### src/rtl/booth_multiplier_if.sv
// Handshake and operand/result bundle between the control unit and the
// radix-4 Booth multiplier.
interface booth_multiplier_if #(
  parameter int WIDTH = 32
);
  logic             start;
  logic [WIDTH-1:0] multiplicand;
  logic [WIDTH-1:0] multiplier;
  logic             busy;
  logic             done;
  logic [WIDTH-1:0] hi;
  logic [WIDTH-1:0] lo;

  modport master (
    output start,
    output multiplicand,
    output multiplier,
    input  busy,
    input  done,
    input  hi,
    input  lo
  );

  modport slave (
    input  start,
    input  multiplicand,
    input  multiplier,
    output busy,
    output done,
    output hi,
    output lo
  );
endinterface

### src/rtl/booth_multiplier.sv
// Sequential signed multiplier: radix-4 Booth recoding, two multiplier bits
// retired per clock, full 2*WIDTH-bit product delivered as hi/lo.
module booth_multiplier #(
  parameter int WIDTH = 32
) (
  input logic               clk,
  input logic               clr,
  booth_multiplier_if.slave bus
);

  localparam int AW = WIDTH + 2;
  localparam int CW = (WIDTH / 2 > 1) ? $clog2(WIDTH / 2) : 1;
  localparam logic [CW-1:0] LAST_STEP = CW'(WIDTH / 2 - 1);

  typedef enum logic [1:0] {
    ST_IDLE = 2'd0,
    ST_RUN  = 2'd1,
    ST_DONE = 2'd2
  } state_e;

  state_e           state_q, state_d;
  logic [CW-1:0]    cnt_q, cnt_d;
  logic [AW-1:0]    m_q, m_d;
  logic [AW-1:0]    acc_q, acc_d;
  logic [WIDTH-1:0] qr_q, qr_d;
  logic             q1_q, q1_d;
  logic [WIDTH-1:0] hi_q, hi_d;
  logic [WIDTH-1:0] lo_q, lo_d;
  logic             busy_q, done_q;
  logic [AW-1:0]    acc_sum_s;

  // Partial product for one Booth digit; the two guard bits keep -2M exact.
  function automatic logic [AW-1:0] booth_pp(input logic [2:0] sel,
                                             input logic [AW-1:0] m);
    logic [AW-1:0] m2;
    m2 = {m[AW-2:0], 1'b0};
    case (sel)
      3'b001, 3'b010: booth_pp = m;
      3'b011:         booth_pp = m2;
      3'b100:         booth_pp = (~m2) + AW'(1);
      3'b101, 3'b110: booth_pp = (~m) + AW'(1);
      default:        booth_pp = {AW{1'b0}};
    endcase
  endfunction

  // Next-state and datapath step
  always_comb begin
    state_d   = state_q;
    cnt_d     = cnt_q;
    m_d       = m_q;
    acc_d     = acc_q;
    qr_d      = qr_q;
    q1_d      = q1_q;
    hi_d      = hi_q;
    lo_d      = lo_q;
    acc_sum_s = acc_q + booth_pp({qr_q[1:0], q1_q}, m_q);
    case (state_q)
      ST_RUN: begin
        acc_d = {{2{acc_sum_s[AW-1]}}, acc_sum_s[AW-1:2]};
        qr_d  = {acc_sum_s[1:0], qr_q[WIDTH-1:2]};
        q1_d  = qr_q[1];
        cnt_d = cnt_q + CW'(1);
        if (cnt_q == LAST_STEP) begin
          // Final step: the shifted acc low half and Q form the product.
          state_d = ST_DONE;
          cnt_d   = {CW{1'b0}};
          hi_d    = acc_sum_s[AW-1:2];
          lo_d    = {acc_sum_s[1:0], qr_q[WIDTH-1:2]};
        end else begin
          state_d = ST_RUN;
        end
      end
      ST_IDLE, ST_DONE: begin
        if (bus.start) begin
          state_d = ST_RUN;
          cnt_d   = {CW{1'b0}};
          m_d     = {{2{bus.multiplicand[WIDTH-1]}}, bus.multiplicand};
          acc_d   = {AW{1'b0}};
          qr_d    = bus.multiplier;
          q1_d    = 1'b0;
        end else begin
          state_d = ST_IDLE;
        end
      end
      default: state_d = ST_IDLE;
    endcase
  end

  // State, datapath and registered status outputs
  always_ff @(posedge clk or posedge clr) begin
    if (clr) begin
      state_q <= ST_IDLE;
      cnt_q   <= {CW{1'b0}};
      m_q     <= {AW{1'b0}};
      acc_q   <= {AW{1'b0}};
      qr_q    <= {WIDTH{1'b0}};
      q1_q    <= 1'b0;
      hi_q    <= {WIDTH{1'b0}};
      lo_q    <= {WIDTH{1'b0}};
      busy_q  <= 1'b0;
      done_q  <= 1'b0;
    end else begin
      state_q <= state_d;
      cnt_q   <= cnt_d;
      m_q     <= m_d;
      acc_q   <= acc_d;
      qr_q    <= qr_d;
      q1_q    <= q1_d;
      hi_q    <= hi_d;
      lo_q    <= lo_d;
      busy_q  <= (state_d == ST_RUN);
      done_q  <= (state_d == ST_DONE);
    end
  end

  assign bus.busy = busy_q;
  assign bus.done = done_q;
  assign bus.hi   = hi_q;
  assign bus.lo   = lo_q;

endmodule

### src/flat_wrapper.sv
// flat-port wrapper written by rule: the top's interface ports become plain ports
module booth_multiplier_flat 
#(
  parameter int WIDTH = 32
)
  (clk, clr, bus_start, bus_multiplicand, bus_multiplier, bus_busy, bus_done, bus_hi, bus_lo);
  booth_multiplier_if #(.WIDTH(WIDTH)) bus_i ();
  input logic clk;
  input logic clr;
  input wire logic [$bits(bus_i.start)-1:0] bus_start;
  input wire logic [$bits(bus_i.multiplicand)-1:0] bus_multiplicand;
  input wire logic [$bits(bus_i.multiplier)-1:0] bus_multiplier;
  output wire logic [$bits(bus_i.busy)-1:0] bus_busy;
  output wire logic [$bits(bus_i.done)-1:0] bus_done;
  output wire logic [$bits(bus_i.hi)-1:0] bus_hi;
  output wire logic [$bits(bus_i.lo)-1:0] bus_lo;
  assign bus_i.start = bus_start;
  assign bus_i.multiplicand = bus_multiplicand;
  assign bus_i.multiplier = bus_multiplier;
  assign bus_busy = bus_i.busy;
  assign bus_done = bus_i.done;
  assign bus_hi = bus_i.hi;
  assign bus_lo = bus_i.lo;
  booth_multiplier #(.WIDTH(WIDTH)) u_core (.clk(clk), .clr(clr), .bus(bus_i));
endmodule
### config.mk
export PLATFORM = sky130hd
export DESIGN_NAME = booth_multiplier_flat
export DESIGN_NICKNAME = d
export VERILOG_FILES = /design/src/rtl/booth_multiplier_if.sv /design/src/rtl/booth_multiplier.sv /design/src/flat_wrapper.sv
export SDC_FILE = /design/constraint.sdc
export NUM_CORES = 1
export LEC_CHECK = 0
export BUFFER_PORTS_ARGS = -buffer_cell sky130_fd_sc_hd__buf_2
export CELL_PAD_IN_SITES_DETAIL_PLACEMENT = 0
export CELL_PAD_IN_SITES_GLOBAL_PLACEMENT = 1
export CORE_ASPECT_RATIO = 1.5
export CORE_MARGIN = 5
export CORE_UTILIZATION = 47
export CTS_CLUSTER_DIAMETER = 30
export DETAILED_ROUTE_END_ITERATION = 7
export PLACE_DENSITY = 0.89
export RECOVER_POWER = 50
export SYNTH_ARGS = -nofsm -noshare
export SYNTH_HDL_FRONTEND = slang
export SYNTH_SLANG_ARGS = --single-unit
### constraint.sdc
create_clock -name clk -period 12.7 [get_ports clk]
set_clock_uncertainty 0.05 [all_clocks]
set_input_delay 0.635 -clock clk [delete_from_list [all_inputs] [get_ports clk]]
set_output_delay 0.635 -clock clk [all_outputs]
set_load 0.02 [all_outputs]
==> impl_metrics.tcl <==
set metrics [dict create \
    clkTransAtPathRegs_ns 0.07 \
    num_rows 65 \
    synthDistinctLibCells 61 \
    cts_resized 0 \
    worst-r2r-cell-count 19 \
    ys_top_cells_by_area "dfrtp_1 (42%), nand2_1 (14%), o21ai_0 (5.1%)" \
    crit_arrival_ns 5.80 \
    dpl.hpwl_mm 18.7 \
    syn_avg_cell_area_um2 8.33 \
    layout_commonest_cell "nand2_1" \
    htree_levels 4 \
    first_iter_violations 526 \
    synth_compound_area_share_pct 17.6 \
    synth_top_family_by_area "simple AND/OR/NAND/NOR gates" \
    place_congestion 0.942 \
    synth-seq-cells 169 \
    fmax_mhz 176 \
    layout_common_cells "nand2_1 (365), dfrtp_1 (169), o21ai_0 (102), clkbuf_1 (73), buf_2 (66)" \
    drc 0 \
    drive_gt1_share_pct 10.2 \
    io_buffers 132 \
    hold_path.class "in -> reg" \
    cp-start-kind "flip-flop" \
    r2r_slack_ns 7.03 \
    hp-start "bus_multiplicand[30]" \
    tns_ns 0 \
    regToRegEndpoint "u_core.bus.hi[26]" \
    grtUsageTotal_pct 22.3 \
    fin_nets 1385 \
    vias_per_cell 5.54 \
    max-slew-margin-rel_pct -172 \
    yosys.area_share.simple_pct 22.0 \
    violations "capacitance limit, slew limit" \
    reg2reg_from "u_core.m_q[1]" \
    fillers 2052 \
    coreArea_mm2 0.0210 \
    yosys_warnings 0 \
    path_class "reg -> reg" \
    layout.cells.non_filler 1563 \
    crit_path_max_incr_delay_ns 0.51 \
    hold_end "u_core.m_q[30]" \
    placed_cells 1531 \
    hold_violations 0 \
    vias 8652 \
    routed_wl_mm 26.5 \
    ys_async_sr_fraction_pct 100 \
    setup-violations-final 0 \
    slowest_stage "or3b_2" \
    final_max_slew_viol_count 327 \
    yosysTopAreaCell "dfrtp_1" \
    post_cts_buffers 0 \
    dp_slack_ns 7.15 \
    numCtsBuffers 17 \
    final_antenna_net_count 0 \
    fp.dieW_um 129 \
    synthAdderAreaFrac_pct 4.60 \
    synth_area_mm2 0.00996 \
    synth-main-ff-cell "dfrtp_1" \
    first_global_vias 8576 \
    grt_max_degree 97 \
    synth_edf_count 0 \
    holdWs_ns 0.336 \
    yosys.area.top_type_share_pct 42.5 \
    hold_buffers 0 \
    dr.pass1.iters 5 \
    cap_violations 6 \
    critPathTopFamily "simple AND/OR/NAND/NOR gates" \
    n_antenna_cell 0 \
    fin_crit_sh_pct 44.6 \
    tightest_slew_ns 4.05 \
    cp.buffers_inverters 1 \
    cts.sinks 169 \
    syn_inst 1196 \
    root_buffer "clkbuf_16" \
    critical_path.cell_chain "inv_1, ha_1, or3b_2, nor2_1, nand2_1, or3_1, or2_2, or3_1, xnor2_1, o221ai_1, ha_1, a21oi_1, o21ai_0, a221o_1, a21oi_1, o221ai_1, a31oi_1, xor2_1, o21ai_0" \
    die-area_mm2 0.0243 \
    setup_slack_ns 7.03 \
    cts_buffer_depth 2 \
    ys_seq_area_share_pct 42.5 \
    area_delta_synth_final_pct 12.8 \
    synthXorXnorAreaFrac_pct 5.63 \
    rsz0062_at_grt "no" \
    insertion_delay_ns 0.43 \
    critPathCaptureType "flip-flop" \
    fp.dieH_um 188 \
    synthMuxAreaShare_pct 4.08 \
    hold_depth 3 \
    status "finished with violations" \
    grt_overflow_total 0 \
    wl_per_cell_um 16.9 \
    worstPathMaxFanout 6 \
    synth_fp_nets 1299 \
    antenna_found_initial 0 \
    ios 133 \
    period_minus_slack_ns 5.67 \
    cp_data_required_time_ns 12.83 \
    grt_pass1_wl_mm 43.8 \
    initial_core_util_pct 47.5 \
    cts_tree "built" \
]
## area by class of cell
type	count	area, µm²	share of cell area (%)
sequential	169	4230	37.6
inverter	20	76.3	0.679
multi-input combinational	931	5390	48.0
clock inverter	12	115	1.02
timing repair buffer	143	642	5.71
tap	268	335	2.98
clock buffer	20	447	3.98
## Yosys cell counts (all sizes together) (3+ instances only)
cell type,n
inv,19
a22o,24
clkbuf,66
o21bai,9
ha,35
mux2,5
a22oi,14
a21o,15
o221ai,5
nor3,16
a31o,4
o21a,5
and3,7
xnor2,32
and2,3
or3,13
a221o,3
nand2,365
dfrtp,169
xor2,32
mux2i,35
nand4,7
a31oi,7
o31ai,6
a21oi,54
or4,5
nor2b,9
nor4,3
buf,10
or2,6
nand2b,11
o21ai,102
a221oi,7
o211ai,5
nor2,50
nand3,17
## worst register-to-register path, cell delays in order, from the launching register on
cell and delay, ns:
dfrtp_1 0.43, inv_1 0.10, ha_1 0.21, or3b_2 0.51, nor2_1 0.30, nand2_1 0.16, or3_1 0.39, or2_2 0.33
or3_1 0.35, xnor2_1 0.16, o221ai_1 0.18, ha_1 0.46, a21oi_1 0.21, o21ai_0 0.15, a221o_1 0.34, a21oi_1 0.20
o221ai_1 0.30, a31oi_1 0.28, xor2_1 0.21, o21ai_0 0.09
## stage by stage
stage	util, %	cell area [µm²]
after floorplan	-	9960
after global placement	51.4	10800
after detailed placement	51.4	10800
after CTS	54.0	11300
after global routing	53.5	11200
final	53.5	11200
## registers in the layout, summed over array words and instances, names as in the netlist
signal	count
u_core.acc_q	32
u_core.bus.hi	32
u_core.bus.lo	32
u_core.m_q	32
u_core.qr_q	32
u_core.cnt_q	4
u_core.state_q	2
u_core.bus.busy	1
u_core.bus.done	1
u_core.q1_q	1
## layer usage
| metal | track usage, % | routed length [µm] | vias up |
|---|---|---|---|
| met1 | 27.6 | 11100 | 4079 |
| met4 | 9.50 | 970 | 0 |
| li1 | - | - | 4270 |
| met5 | 0 | 0 | - |
| met3 | 4.06 | 1420 | 48 |
| met2 | 37.8 | 13000 | 255 |
## worst max-delay path by stage
stage                   from                 to  cells after the start
2_1_floorplan            clr    u_core.acc_q[0]                      1
3_3_place_gp   u_core.m_q[1]  u_core.bus.hi[30]                     19
3_5_place_dp   u_core.m_q[0]  u_core.bus.hi[30]                     19
4_1_cts        u_core.m_q[0]  u_core.bus.hi[30]                     19
5_1_grt        u_core.m_q[0]  u_core.bus.hi[26]                     19
6_report       u_core.m_q[1]  u_core.bus.hi[26]                     19
## cell families after synthesis
family                     after synthesis
muxes                                   40
xor gates and xnor gates                64
AOI/OAI and AO/OA                      274
adders and majority gates               36
and+or+nand+nor                        517
buffers and inverters                   96
DFF                                    169
Power is left out: the tool's default activity adds up to more than one toggle a clock period on the data nets, which glitch-free logic cannot reach.
